**src/rtl/fifo2_pkg.sv**
```systemverilog
// Shared constants and types for the fifo2 single-clock FIFO.
package fifo2_pkg;

  localparam int unsigned FIFO2_WIDTH = 8;
  localparam int unsigned FIFO2_DEPTH = 8;

  typedef logic [FIFO2_WIDTH-1:0] data_t;

endpackage

```
**src/rtl/fifo2_mem.sv**
```systemverilog
// DEPTH x WIDTH register array: synchronous write port, registered read port.
module fifo2_mem #(
  parameter int unsigned WIDTH = 8,
  parameter int unsigned DEPTH = 8,
  parameter int unsigned AW    = 3
) (
  input  logic             clk,
  input  logic             rst,
  input  logic             we,
  input  logic [AW-1:0]    waddr,
  input  logic [WIDTH-1:0] wdata,
  input  logic             re,
  input  logic [AW-1:0]    raddr,
  output logic [WIDTH-1:0] rdata
);

  logic [WIDTH-1:0] mem [DEPTH];

  // Storage is deliberately left uncleared by reset.
  always_ff @(posedge clk) begin
    if (we) mem[waddr] <= wdata;
  end

  always_ff @(posedge clk) begin
    if (rst)     rdata <= '0;
    else if (re) rdata <= mem[raddr];
  end

endmodule

```
**src/rtl/fifo2_sync.sv**
```systemverilog
// Single-clock FIFO with registered read data and registered empty/full flags.
module fifo2_sync
  import fifo2_pkg::*;
#(
  parameter int unsigned WIDTH = FIFO2_WIDTH,
  parameter int unsigned DEPTH = FIFO2_DEPTH
) (
  input  logic             clk,
  input  logic [WIDTH-1:0] data_in,
  input  logic             wr_en,
  input  logic             rd_en,
  input  logic             rst,
  output logic [WIDTH-1:0] data_out,
  output logic             empty,
  output logic             full
);

  localparam int unsigned AW = $clog2(DEPTH);

  logic [AW-1:0] wr_ptr;
  logic [AW-1:0] rd_ptr;
  logic [AW:0]   count;
  logic [AW:0]   count_next;
  logic          wr_acc;
  logic          rd_acc;

  // A read frees a slot in the same edge, so a full FIFO still accepts wr+rd.
  assign rd_acc = rd_en & ~empty;
  assign wr_acc = wr_en & (~full | rd_acc);

  always_comb begin
    count_next = count;
    if (wr_acc && !rd_acc)      count_next = count + (AW+1)'(1);
    else if (rd_acc && !wr_acc) count_next = count - (AW+1)'(1);
  end

  always_ff @(posedge clk) begin
    if (rst) begin
      wr_ptr <= '0;
      rd_ptr <= '0;
      count  <= '0;
      empty  <= 1'b1;
      full   <= 1'b0;
    end else begin
      if (wr_acc) wr_ptr <= wr_ptr + AW'(1);
      if (rd_acc) rd_ptr <= rd_ptr + AW'(1);
      count <= count_next;
      empty <= (count_next == '0);
      full  <= (count_next == (AW+1)'(DEPTH));
    end
  end

  fifo2_mem #(
    .WIDTH (WIDTH),
    .DEPTH (DEPTH),
    .AW    (AW)
  ) u_mem (
    .clk   (clk),
    .rst   (rst),
    .we    (wr_acc & ~rst),
    .waddr (wr_ptr),
    .wdata (data_in),
    .re    (rd_acc),
    .raddr (rd_ptr),
    .rdata (data_out)
  );

endmodule

```
**config.mk**
```make
export PLATFORM = sky130hd
export DESIGN_NAME = fifo2_sync
export DESIGN_NICKNAME = d
export VERILOG_FILES = /design/src/rtl/fifo2_pkg.sv /design/src/rtl/fifo2_mem.sv /design/src/rtl/fifo2_sync.sv
export SDC_FILE = /design/constraint.sdc
export NUM_CORES = 1
export LEC_CHECK = 0
export BUFFER_PORTS_ARGS = -buffer_cell sky130_fd_sc_hd__buf_2
export CELL_PAD_IN_SITES_DETAIL_PLACEMENT = 2
export CELL_PAD_IN_SITES_GLOBAL_PLACEMENT = 2
export CORE_MARGIN = 4
export CORE_UTILIZATION = 47
export DETAILED_ROUTE_END_ITERATION = 6
export PLACE_DENSITY_LB_ADDON = 0.3
export SETUP_SLACK_MARGIN = 0.3
export SLEW_MARGIN = 20
export SYNTH_ARGS = -nofsm -noshare
export SYNTH_HDL_FRONTEND = slang
export SYNTH_HIERARCHICAL = 1
export SYNTH_SLANG_ARGS = --single-unit
export TNS_END_PERCENT = 1
```
**constraint.sdc**
```tcl
create_clock -name clk -period 3.9 [get_ports clk]
set_clock_uncertainty 0.15 [all_clocks]
set_input_delay 0.195 -clock clk [delete_from_list [all_inputs] [get_ports clk]]
set_output_delay 0.195 -clock clk [all_outputs]
set_load 0.005 [all_outputs]
```
==> flow_metrics.env <==
export IMPL_ys_ff_latch=84
export IMPL_wl_per_cell_um=23.43
export IMPL_yosys_top_cells_area="edfxtp_1 (56%), dfxtp_1 (12%), mux2_2 (5.3%)"
export IMPL_ys_seq_area_frac=0.6774
export IMPL_diodes=0
export IMPL_root_buffer="clkbuf_8"
export IMPL_synth_top_cell_area_share=0.5606
export IMPL_yosysWarnings=6
export IMPL_timing_final_crit_share=0.6448
export IMPL_dpl_cell_count=337
export IMPL_worst_pin_slew_ns=0.9436
export IMPL_path_class="register to register"
export IMPL_startpoint_type="register"
export IMPL_cts_num_sinks=84
export IMPL_nFillCells=632
export IMPL_synth_top_flop_cell="edfxtp_1"
export IMPL_die_h_um=93.41
export IMPL_hold_class="primary input to register"
export IMPL_avgSynthCellArea_um2=15.10
export IMPL_pwr_density_cell_nw_per_um2=539.6
export IMPL_syn_area_um2=3428
export IMPL_crit_family="simple AND/OR/NAND/NOR gates"
export IMPL_p_total_mw=2.073
export IMPL_port_buffers=21
export IMPL_cts_setup_buffers=0
export IMPL_r2r_start="empty$_SDFF_PP1_"
export IMPL_startpoint="empty$_SDFF_PP1_"
export IMPL_drive_gt1_frac=0.2605
export IMPL_placed_cell_area_um2=3591
export IMPL_crit_path_end_kind="register"
export IMPL_cts_resized=0
export IMPL_core_area_um2=6944
export IMPL_path_cells="nand2b_4, a21boi_2, nor2b_1, nand2b_1, nor2_1"
export IMPL_grt_most_used_layer="met2"
export IMPL_status="completed"
export IMPL_dieArea_um2=8724
export IMPL_cp_depth=5
export IMPL_worst_path_buf_inv=0
export IMPL_grt_antenna_before_repair=0
export IMPL_core_rowCount=30
export IMPL_p_leak_nw=1.312
export IMPL_synth_most_common_cell="edfxtp_1"
export IMPL_ios=22
export IMPL_finalNonFillerCells=357
export IMPL_grt_use_total=0.2103
export IMPL_cp_arrival_ns=2.35
export IMPL_cpMaxStageDelayCell="nor2_1"
export IMPL_clock_path_buffers=2
export IMPL_finalSetupTns_ns=0
export IMPL_cap_violations=0
export IMPL_ir_drop_mv=0.2756
export IMPL_r2r_end="u_mem/mem[1][7]$_DFFE_PP_"
export IMPL_overflow=0
export IMPL_hpwl_um=5997
export IMPL_synthArstFlopShare=0
export IMPL_ant_nets=0
export IMPL_max_stage_delay_ns=0.76
export IMPL_vias_per_cell=5.658
export IMPL_ys_types=42
export IMPL_drt_iter0_drc=124
export IMPL_worstSkewPairLatency_ns=0.36
export IMPL_start_util=0.4937
export IMPL_cts_tree="built"
export IMPL_grt_pass1_vias=2238
export IMPL_synth_edf_count=64
export IMPL_gr_usage_met2=0.3472
export IMPL_r2r_slack_ns=1.39
export IMPL_rsz0062_at_grt="no"
export IMPL_setup_worst_path_end="u_mem/mem[1][7]$_DFFE_PP_"
export IMPL_numCtsBuffers=9
export IMPL_via_count=2020
export IMPL_setup_violations_final=0
export IMPL_dr_pass1_iters=4
export IMPL_synthesis_nets=243
export IMPL_cts_clk_slew_worst_paths_ns=0.09
export IMPL_place_gp_congestion=0.7287
export IMPL_slew_limit_headroom=0.3686
export IMPL_area_growth_synth_to_final_pct=12.04
export IMPL_reg2reg_depth=5
export IMPL_crit_fanout=8
export IMPL_wl_um=8366
export IMPL_finalMaxSlewViolations=0
export IMPL_syn_inst=227
export IMPL_use_met1=0.2723
export IMPL_drcViolationCount=0
export IMPL_fin_area_um2=3841
export IMPL_hold_viol=0
export IMPL_finalCriticalPeriod_ns=2.515
export IMPL_synthTopCellsByCount="edfxtp_1 (64), nor2_1 (25), dfxtp_1 (20), mux2i_1 (17), mux2_2 (16)"
export IMPL_yosysTopAreaCell="edfxtp_1"
export IMPL_grt_pass1_wl_um=13120
export IMPL_h_tree_depth=3
export IMPL_die_x_um=93.41
export IMPL_required_ns=3.74
export IMPL_grt_start_max_net_pins=24
export IMPL_final_nets=272
export IMPL_fmax_mhz=397.6
export IMPL_use_met3=0.05953
-- power by group --
group / leakage [nW] / internal (mW) / switching (mW)
combinational: 0.469 / 0.167 / 0.211
clock: 0.101 / 0.306 / 0.330
sequential: 0.742 / 1.01 / 0.0475
total: 1.31 / 1.48 / 0.589
-- sequential cells by signal, summed over array words and instances, names as in the netlist --
name	count
full	1
count	4
u_mem/mem	64
rd_ptr	3
u_mem/rdata	8
empty	1
wr_ptr	3
-- logic make-up after synthesis --
kind of cell | after synthesis | share of synthesized area
flops | 84 | 0.6774
simple gates | 52 | 0.07774
compound gates | 34 | 0.08212
mux | 33 | 0.1022
buf+inv | 13 | 0.02810
xor+xnor | 7 | 0.01788
fa+ha+maj | 4 | 0.01460
-- stage by stage --
step	hold slack, ns	setup WS, ns	utilization
floorplan	0.1145	1.777	-
finish	0.002211	1.385	0.5532
global placement	0.3241	1.418	0.5171
CTS	0.002334	1.287	0.5524
detailed placement	0.3337	1.376	0.5171
global route	0.003519	1.289	0.5532
-- worst min path at each step --
| stage | cells past startpoint | start | to | slack [ns] |
|---|---|---|---|---|
| 6_report | 1 | data_in[4] | u_mem/mem[6][4]$_DFFE_PP_ | 0.002 |
| 5_1_grt | 1 | data_in[4] | u_mem/mem[4][4]$_DFFE_PP_ | 0.004 |
| 4_1_cts | 1 | data_in[4] | u_mem/mem[6][4]$_DFFE_PP_ | 0.002 |
| 3_5_place_dp | 2 | u_mem/rdata[5]$_SDFFE_PP0P_ | u_mem/rdata[5]$_SDFFE_PP0P_ | 0.33 |
| 3_3_place_gp | 2 | u_mem/rdata[3]$_SDFFE_PP0P_ | u_mem/rdata[3]$_SDFFE_PP0P_ | 0.32 |
| 2_1_floorplan | 1 | rst | full$_SDFF_PP0_ | 0.11 |
-- what timing repair did --
action	4_1_cts	5_1_grt
setup endpoints to repair	0	0
endpoints found under the hold margin	28	0
hold buffers	4	0
-- per-layer routing --
layer | share of wire | vias to the layer above
met1 | 0.46 | 1051
met3 | 0.039 | 9
met4 | 0.012 | 0
li1 | - | 924
met2 | 0.49 | 36
met5 | 0 | -
-- layout make-up --
class	count	area, um2	share of cell area
Inverter	3	11.26	0.002932
Tap cell	96	120.1	0.03127
Multi-Input combinational cell	130	1015	0.2642
Sequential cell	84	2322	0.6046
Timing Repair Buffer	28	167.7	0.04365
Clock buffer	9	123.9	0.03225
Clock inverter	7	81.33	0.02117
-- cells in the final DEF (no fill, tap or decap), types with 4 or more instances in the layout --
cell,synthesis,layout
edfxtp_1,64,64
nor2_1,25,25
buf_2,0,21
dfxtp_1,20,20
mux2i_1,17,17
mux2_2,16,16
nand2_1,9,9
clkbuf_8,0,9
o22ai_1,7,7
a221o_1,7,7
a211oi_1,6,6
xnor2_1,4,4
ha_1,4,4
inv_6,0,4
dlygate4sd3_1,0,4
nand2b_1,4,4
No activity file was read; power rests on OpenSTA's default activity.
